--- src/rtl/des_pkg.sv ---
// Shared DES block/half-word definitions used by the splitter and by the joiner.
package des_pkg;

   localparam int HALF_W  = 32;
   localparam int BLOCK_W = 64;

   typedef enum logic {
      ST_HI = 1'b0,
      ST_LO = 1'b1
   } state_e;

   // swap=1 applies the final DES swap (R16 || L16); swap=0 is the plain inverse split.
   function automatic logic [BLOCK_W-1:0] join_halves(
      input logic [HALF_W-1:0] hi,
      input logic [HALF_W-1:0] lo,
      input logic              swap
   );
      return swap ? {lo, hi} : {hi, lo};
   endfunction

endpackage

--- src/rtl/des_block_fifo.sv ---
// Generic BLOCK_W x DEPTH synchronous FIFO; push and pop may coincide when full or empty.
module des_block_fifo
   import des_pkg::*;
#(
   parameter int DEPTH = 2
) (
   input  logic               clk,
   input  logic               rst,
   input  logic               push,
   input  logic [BLOCK_W-1:0] push_data,
   input  logic               pop,
   output logic [BLOCK_W-1:0] head,
   output logic               full,
   output logic               empty
);

   localparam int AW = $clog2(DEPTH);

   logic [BLOCK_W-1:0] mem_q [DEPTH];
   logic [BLOCK_W-1:0] mem_d [DEPTH];
   logic [AW:0]        wr_ptr_q, wr_ptr_d;
   logic [AW:0]        rd_ptr_q, rd_ptr_d;
   logic               do_push;
   logic               do_pop;

   // Extra pointer MSB distinguishes full from empty when the indices match.
   assign empty = (wr_ptr_q == rd_ptr_q);
   assign full  = (wr_ptr_q[AW] != rd_ptr_q[AW]) && (wr_ptr_q[AW-1:0] == rd_ptr_q[AW-1:0]);
   assign head  = mem_q[rd_ptr_q[AW-1:0]];

   always_comb begin
      do_pop   = pop && !empty;
      do_push  = push && (!full || do_pop);
      mem_d    = mem_q;
      wr_ptr_d = wr_ptr_q + {{AW{1'b0}}, do_push};
      rd_ptr_d = rd_ptr_q + {{AW{1'b0}}, do_pop};
      if (do_push) begin
         mem_d[wr_ptr_q[AW-1:0]] = push_data;
      end
   end

   always_ff @(posedge clk) begin
      if (rst) begin
         wr_ptr_q <= '0;
         rd_ptr_q <= '0;
         for (int i = 0; i < DEPTH; i++) begin
            mem_q[i] <= '0;
         end
      end else begin
         wr_ptr_q <= wr_ptr_d;
         rd_ptr_q <= rd_ptr_d;
         mem_q    <= mem_d;
      end
   end

endmodule

--- src/rtl/des_block_join.sv ---
// Reassembles 64-bit DES blocks from a hi/lo 32-bit half-word stream into an output FIFO,
// flagging framing errors and counting emitted blocks.
module des_block_join
   import des_pkg::*;
#(
   parameter int SWAP  = 1,
   parameter int DEPTH = 2,
   parameter int CNT_W = 16
) (
   input  logic               clk,
   input  logic               rst,
   input  logic [HALF_W-1:0]  s_word,
   input  logic               s_first,
   input  logic               s_valid,
   output logic               s_ready,
   output logic [BLOCK_W-1:0] m_block,
   output logic               m_valid,
   input  logic               m_ready,
   output logic               err,
   output logic [CNT_W-1:0]   block_count
);

   state_e             state_q, state_d;
   logic [HALF_W-1:0]  hi_q, hi_d;
   logic               err_q, err_d;
   logic [CNT_W-1:0]   cnt_q, cnt_d;
   logic               beat;
   logic               push;
   logic               pop;
   logic               full;
   logic               empty;
   logic [BLOCK_W-1:0] push_data;

   assign m_valid     = !empty;
   assign err         = err_q;
   assign block_count = cnt_q;
   assign push_data   = join_halves(hi_q, s_word, SWAP != 0);

   always_comb begin
      pop     = m_valid && m_ready;
      // In LO a beat may complete a block, so it needs a free slot or a same-cycle pop.
      s_ready = !rst && ((state_q == ST_HI) || !full || pop);
      beat    = s_valid && s_ready;
      state_d = state_q;
      hi_d    = hi_q;
      err_d   = 1'b0;
      cnt_d   = cnt_q;
      push    = 1'b0;
      if (beat) begin
         case (state_q)
            ST_HI: begin
               if (s_first) begin
                  hi_d    = s_word;
                  state_d = ST_LO;
               end else begin
                  err_d = 1'b1;
               end
            end
            ST_LO: begin
               if (s_first) begin
                  err_d = 1'b1;
                  hi_d  = s_word;
               end else begin
                  push    = 1'b1;
                  cnt_d   = cnt_q + 1'b1;
                  state_d = ST_HI;
               end
            end
         endcase
      end
   end

   always_ff @(posedge clk) begin
      if (rst) begin
         state_q <= ST_HI;
         hi_q    <= '0;
         err_q   <= 1'b0;
         cnt_q   <= '0;
      end else begin
         state_q <= state_d;
         hi_q    <= hi_d;
         err_q   <= err_d;
         cnt_q   <= cnt_d;
      end
   end

   des_block_fifo #(
      .DEPTH (DEPTH)
   ) u_fifo (
      .clk       (clk),
      .rst       (rst),
      .push      (push),
      .push_data (push_data),
      .pop       (pop),
      .head      (m_block),
      .full      (full),
      .empty     (empty)
   );

endmodule

--- config.mk ---
export PLATFORM = sky130hd
export DESIGN_NAME = des_block_join
export DESIGN_NICKNAME = d
export VERILOG_FILES = /design/src/rtl/des_pkg.sv /design/src/rtl/des_block_fifo.sv /design/src/rtl/des_block_join.sv
export SDC_FILE = /design/constraint.sdc
export NUM_CORES = 1
export LEC_CHECK = 0
export ABC_AREA = 1
export BUFFER_PORTS_ARGS = -buffer_cell sky130_fd_sc_hd__buf_4
export CORE_AREA = 2 2 126 128
export DETAILED_ROUTE_END_ITERATION = 16
export DIE_AREA = 0 0 128 130
export GPL_TIMING_DRIVEN = 0
export PLACE_DENSITY_LB_ADDON = 0.25
export SLEW_MARGIN = 20
export SYNTH_ARGS = -nofsm -noshare
export SYNTH_HDL_FRONTEND = slang
export SYNTH_SLANG_ARGS = --single-unit
--- constraint.sdc ---
create_clock -name clk -period 3.4 [get_ports clk]
set_clock_uncertainty 0.15 [all_clocks]
set_input_delay 0.34 -clock clk [delete_from_list [all_inputs] [get_ports clk]]
set_output_delay 0.34 -clock clk [all_outputs]
set_load 0.05 [all_outputs]
# Word level (Yosys, flattened, before mapping)
# Index checks and enable logic that the tools add are counted.
[word_totals]
word_cells = 50
input_bits = 37
regBits = 182
output_inout_bits = 83
[op_classes]
bitwise_logic = 5
n_mux = 12
eq_ne = 3
n_reduce_logical = 16
addsub = 3
n_lt_le_gt_ge = 3
[op_table]
columns = ["operator", "n"]
rows = [
  ["2-to-1 mux 64 bit", 4],
  ["bitwise mux 128 bit", 1],
  ["demux 64 bit (select 1 bit)", 1],
  ["2-to-1 mux 32 bit", 1],
  ["adder 16 x 1 -> 16 bit, second input constant", 1],
  ["logical AND 1 bit", 7],
  ["adder 2 x 1 -> 2 bit", 2],
  ["greater-or-equal comparator 2 bit, second input constant", 2],
  ["2-to-1 mux 1 bit", 4],
  ["inverter 1 -> 2 bit", 2],
  ["zero test 1 bit", 3],
  ["logical OR 1 bit", 3],
  ["inverter 1 bit", 3],
  ["AND reduction 3 bit", 1],
  ["equality test 2 bit", 1],
  ["< comparator 2 x 1 -> 1 bit, second input constant", 1],
  ["case mux 1 bit (2 select lines)", 1],
  ["AND reduction 2 bit", 1],
  ["OR reduction 2 bit", 1],
  ["equality test 1 bit", 1],
  ["inequality test 1 bit", 1],
]

# Depth between registers and ports, before layout
[depth]
depth_word = 10
depth_mapped = 13
depth_no_buf = 10

# By module
# A second synthesis with hierarchy kept.
[unflattened]
cells_unflattened = 1088
hier_area_um2 = 8104.0
[by_module_without_submodules]
columns = ["module", "n_inst", "cells_each", "seq_area_each_um2", "area_per_inst_um2"]
rows = [
  ["des_block_fifo", 1, 794, 2642.5, 5810.6],
  ["des_block_join", 1, 294, 1001.0, 2293.4],
]

# Worst setup path before layout
# Ideal clock, no wire load.
[synth_timing]
path_kind = "flip-flop to flip-flop"
start = "register u_fifo.rd_ptr_q[0]"
end = "register u_fifo.mem_q[52] in the netlist's numbering"
n_path_buf = 3
setup_ns = 0.116
period_less_slack_ns = 2.329
required_ns = 3.134
path_stages_with_launch = 14
t_arrival_ns = 2.063
slack_ns = 1.071
cell_sequence = "dfxtp_1 inv_2 nand2_1 nand2_1 nand4_2 buf_6 nand4_2 a31oi_1 ha_1 buf_2 clkinv_1 clkbuf_1 nor2_1 nor2_1"
[synth_between]
elab_chain_cells = 9
elab_cells_between_ends = 14
classes_between = "2 x eq/ne; 1 x mux; 11 x reduce/logical"
[synth_lines]
columns = ["item", "line_no", "source"]
rows = [
  ["from (decl)", "des_block_fifo.sv:22", "logic [AW:0] rd_ptr_q, rd_ptr_d;"],
  ["from (signal assigned)", "des_block_fifo.sv:51", "rd_ptr_q <= rd_ptr_d;"],
  ["equality test 1 bit", "des_block_fifo.sv:28", "assign full = (wr_ptr_q[AW] != rd_ptr_q[AW]) && (wr_ptr_q[AW-1:0] == rd_ptr_q[AW-1:0]);"],
  ["logical AND 1 bit", "des_block_fifo.sv:28", ""],
  ["zero test 1 bit", "des_block_fifo.sv:33, des_block_join.sv:42", ""],
  ["logical OR 1 bit (2 in series)", "des_block_join.sv:42", "s_ready = !rst && ((state_q == ST_HI) || !full || pop);"],
  ["logical AND 1 bit", "des_block_join.sv:42", ""],
  ["logical AND 1 bit", "des_block_join.sv:43", "beat = s_valid && s_ready;"],
  ["2-to-1 mux 1 bit", "des_block_join.sv:49", "if (beat) begin"],
  ["logical AND 1 bit (*)", "des_block_fifo.sv:33", "do_push = push && (!full || do_pop);"],
  ["to (signal assigned)", "des_block_fifo.sv:52", "mem_q <= mem_d;"],
  ["to (decl)", "des_block_fifo.sv:19", "logic [BLOCK_W-1:0] mem_q [DEPTH];"],
]
# Mark *: on every way between the ends. The rest lies on a longest branch, timed or not.
# A chain may end at the register's enable or synchronous reset.

# Worst setup path after layout
[layout_timing]
start = "register u_fifo.rd_ptr_q[0]"
end = "register u_fifo.mem_q[60] in the netlist's numbering"
# Same word-level chain as after synthesis.

==> results.sh <==
export IMPL_status="completed"
export IMPL_tns_ns=0
export IMPL_worstMarginPinSlew_ns=0.6987
export IMPL_synth_seq_cells=182
export IMPL_final_core_util_pct=61.32
export IMPL_die_w_um=128
export IMPL_stdcell_area_mm2=0.009458
export IMPL_drive_gt1_share_pct=14.06
export IMPL_place_gp_congestion=0.8731
export IMPL_grt_use_met1_pct=35.44
export IMPL_globalRouteMet2Util_pct=43.91
export IMPL_post_route_min_period_ns=3.005
export IMPL_drc=0
export IMPL_hold_ws_ns=0.007471
export IMPL_insertion_delay_ns=0.43
export IMPL_post_route_period_util_pct=88.40
export IMPL_cp_startpoint="u_fifo.rd_ptr_q[0]$_SDFF_PP0_"
export IMPL_grt_overflow=0
export IMPL_hp_start="s_word[29]"
export IMPL_clockRootBuffer="clkbuf_16"
export IMPL_drv_slew=0
export IMPL_fp_coreArea_mm2=0.01542
export IMPL_initialDrtViolationCount=545
export IMPL_antenna_found_initial=0
export IMPL_relSlewSlack_pct=53.42
export IMPL_viasPerCell=5.070
export IMPL_grtUsageTotal_pct=26.52
export IMPL_grt_max_degree=17
export IMPL_cts_tree="done"
export IMPL_peakVddDrop_mv=0.3767
export IMPL_synth_cell_type_count=24
export IMPL_final_cell_mix="nand2_1 (307), nor2_1 (243), dfxtp_1 (182), o21ai_0 (132), buf_4 (122)"
export IMPL_syn_area_mm2=0.007525
export IMPL_wl_per_cell_um=14.84
export IMPL_required_ns=3.57
export IMPL_drt_total_wl_um=21740
export IMPL_synth_net_count=1143
export IMPL_post_cts_setup_buffer_count=0
export IMPL_cp_start_kind="flip-flop"
export IMPL_nets=1302
export IMPL_seq_area_frac_synth_pct=48.42
export IMPL_clockBufferDepth=2
export IMPL_setup_viol=0
export IMPL_numClockSinks=182
export IMPL_grt_pass1_wl_um=34440
export IMPL_die_area_mm2=0.01664
export IMPL_rows=46
export IMPL_pin_count=120
export IMPL_p_total_mw=4.431
export IMPL_rsz0062_at_grt="false"
export IMPL_initial_core_util_pct=48.78
export IMPL_n_antenna_cell=0
export IMPL_p_per_area_mw_per_mm2=468.5
export IMPL_htreeDepth=4
export IMPL_die_h_um=130
export IMPL_fmaxAchievable_ghz=0.3327
export IMPL_antenna_left=0
export IMPL_layout_commonest_cell="nand2_1"
export IMPL_numCtsBuffers=17
export IMPL_use_met3_pct=3.854
export IMPL_area_delta_synth_final_pct=25.69
export IMPL_routed_via_count=7428
export IMPL_critPathCaptureType="flip-flop"
export IMPL_dpl_cell_area_mm2=0.008658
export IMPL_leakagePower_nw=4.640
export IMPL_cp_arrival_ns=3.18
export IMPL_grt_pass1_vias=6766
export IMPL_path_class="reg2reg"
export IMPL_syn_area_per_cell_um2=6.834
export IMPL_dp_hpwl_um=14870
export IMPL_final_hold_violation_count=0
export IMPL_grt_busiest_layer="met2"
export IMPL_io_buffers=119
export IMPL_dr_pass1_iters=5
export IMPL_drv_cap=0
export IMPL_syn_inst=1101
export IMPL_yosys_warnings=0
export IMPL_clk_pin_slew_worst_paths_ns=0.07
export IMPL_reg2reg_from="u_fifo.rd_ptr_q[0]$_SDFF_PP0_"
export IMPL_hold_path_class="in2reg"
export IMPL_path_max_fanout=10
## worst max-delay path: stages, from the launching register on
cell and delay [ns]:
dfxtp_1 0.40, inv_2 0.05, nand2_1 0.05, nand2_1 0.11, nand4_2 0.12, buf_6 0.15
nand4_2 0.18, a31oi_1 0.30, ha_1 0.36, buf_2 0.28, clkinvlp_4 0.23, clkbuf_1 0.31
nor2_1 0.15, nor2_1 0.06
## metal layers
| layer | part of all wire, % | vias to the layer above |
|---|---|---|
| met2 | 47 | 232 |
| met3 | 5.4 | 31 |
| met5 | 0 | - |
| li1 | - | 3771 |
| met4 | 2.2 | 0 |
| met1 | 45 | 3394 |
## power by group
part / internal, mW / leakage (nW) / total, mW / switching [mW]
registers: 2.16 / 1.47 / 2.17 / 0.0103
clock network: 1.12 / 0.286 / 1.96 / 0.844
logic: 0.102 / 2.88 / 0.295 / 0.193
total: 3.38 / 4.64 / 4.43 / 1.05
## worst paths after layout
check / cells past startpoint / to / slack, ns
hold reg to reg: 2 / u_fifo.mem_q[65]$_SDFFE_PP0P_ / 0.33
setup reg to reg: 13 / u_fifo.mem_q[60]$_SDFFE_PP0P_ / 0.39
hold / removal: 3 / u_fifo.mem_q[61]$_SDFFE_PP0P_ / 0.007
setup / recovery: 13 / u_fifo.mem_q[60]$_SDFFE_PP0P_ / 0.39
## cell type report
type / instances / area, um^2
sequential: 182 / 3643
clock inverter: 12 / 126.4
tap: 192 / 240.2
timing repair buffer: 140 / 1104
buffer: 69 / 315.3
inverter: 67 / 255.2
fill: 1464 / 5967
multi-input combinational: 783 / 3317
clock buffer: 20 / 456.7
## cell families (layout without fill, tap and decap cells)
kind of cell | after synthesis | in the layout | share of synthesized area (%)
buffers and inverters | 136 | 308 | 7.499
AOI/OAI and AO/OA | 203 | 203 | 13.55
DFF | 182 | 182 | 48.42
xor gates and xnor gates | 1 | 1 | 0.1164
adders and majority gates | 5 | 5 | 0.8314
and+or+nand+nor | 574 | 574 | 29.58
## state kept, by name (all words and copies together), names as in the netlist
name	cells
hi_q	32
err	1
u_fifo.mem_q	128
block_count	16
u_fifo.rd_ptr_q	2
u_fifo.wr_ptr_q	2
state_q	1
## metrics by stage
stage	cells	setup slack (ns)
floorplan	1101	1.071
global placement	1412	0.2870
detailed placement	1412	0.2455
CTS	1465	0.2452
global route	1465	0.02616
finish	1465	0.3945
## synthesized netlist by cell type
| cell | count | area (um^2) |
|---|---|---|
| inv_2 | 3 | 11.26 |
| nand2_2 | 1 | 6.260 |
| buf_1 | 2 | 7.510 |
| dfxtp_1 | 182 | 3643 |
| a21oi_1 | 69 | 345.3 |
| nand2_1 | 307 | 1152 |
| xnor2_1 | 1 | 8.760 |
| nor2_1 | 243 | 912.1 |
| o21bai_1 | 1 | 7.510 |
| buf_4 | 3 | 22.52 |
| buf_2 | 10 | 50.05 |
| inv_1 | 63 | 236.5 |
| nand3_1 | 6 | 30.03 |
| clkbuf_1 | 50 | 187.7 |
| buf_6 | 4 | 45.04 |
| nor3_1 | 3 | 15.01 |
| clkinv_1 | 1 | 3.750 |
| nand3_2 | 1 | 10.01 |
| nand4_2 | 3 | 37.54 |
| or2_2 | 1 | 6.260 |
| a31oi_1 | 1 | 6.260 |
| o21ai_0 | 132 | 660.6 |
| nand4_1 | 9 | 56.30 |
| ha_1 | 5 | 62.56 |
## timing repair
item	4_1_cts	5_1_grt
hold buffers	21	0
resized for setup	0	5
endpoints found under the setup margin	0	28
endpoints found under the hold margin	39	0
No activity file was read; power rests on OpenSTA's default activity.
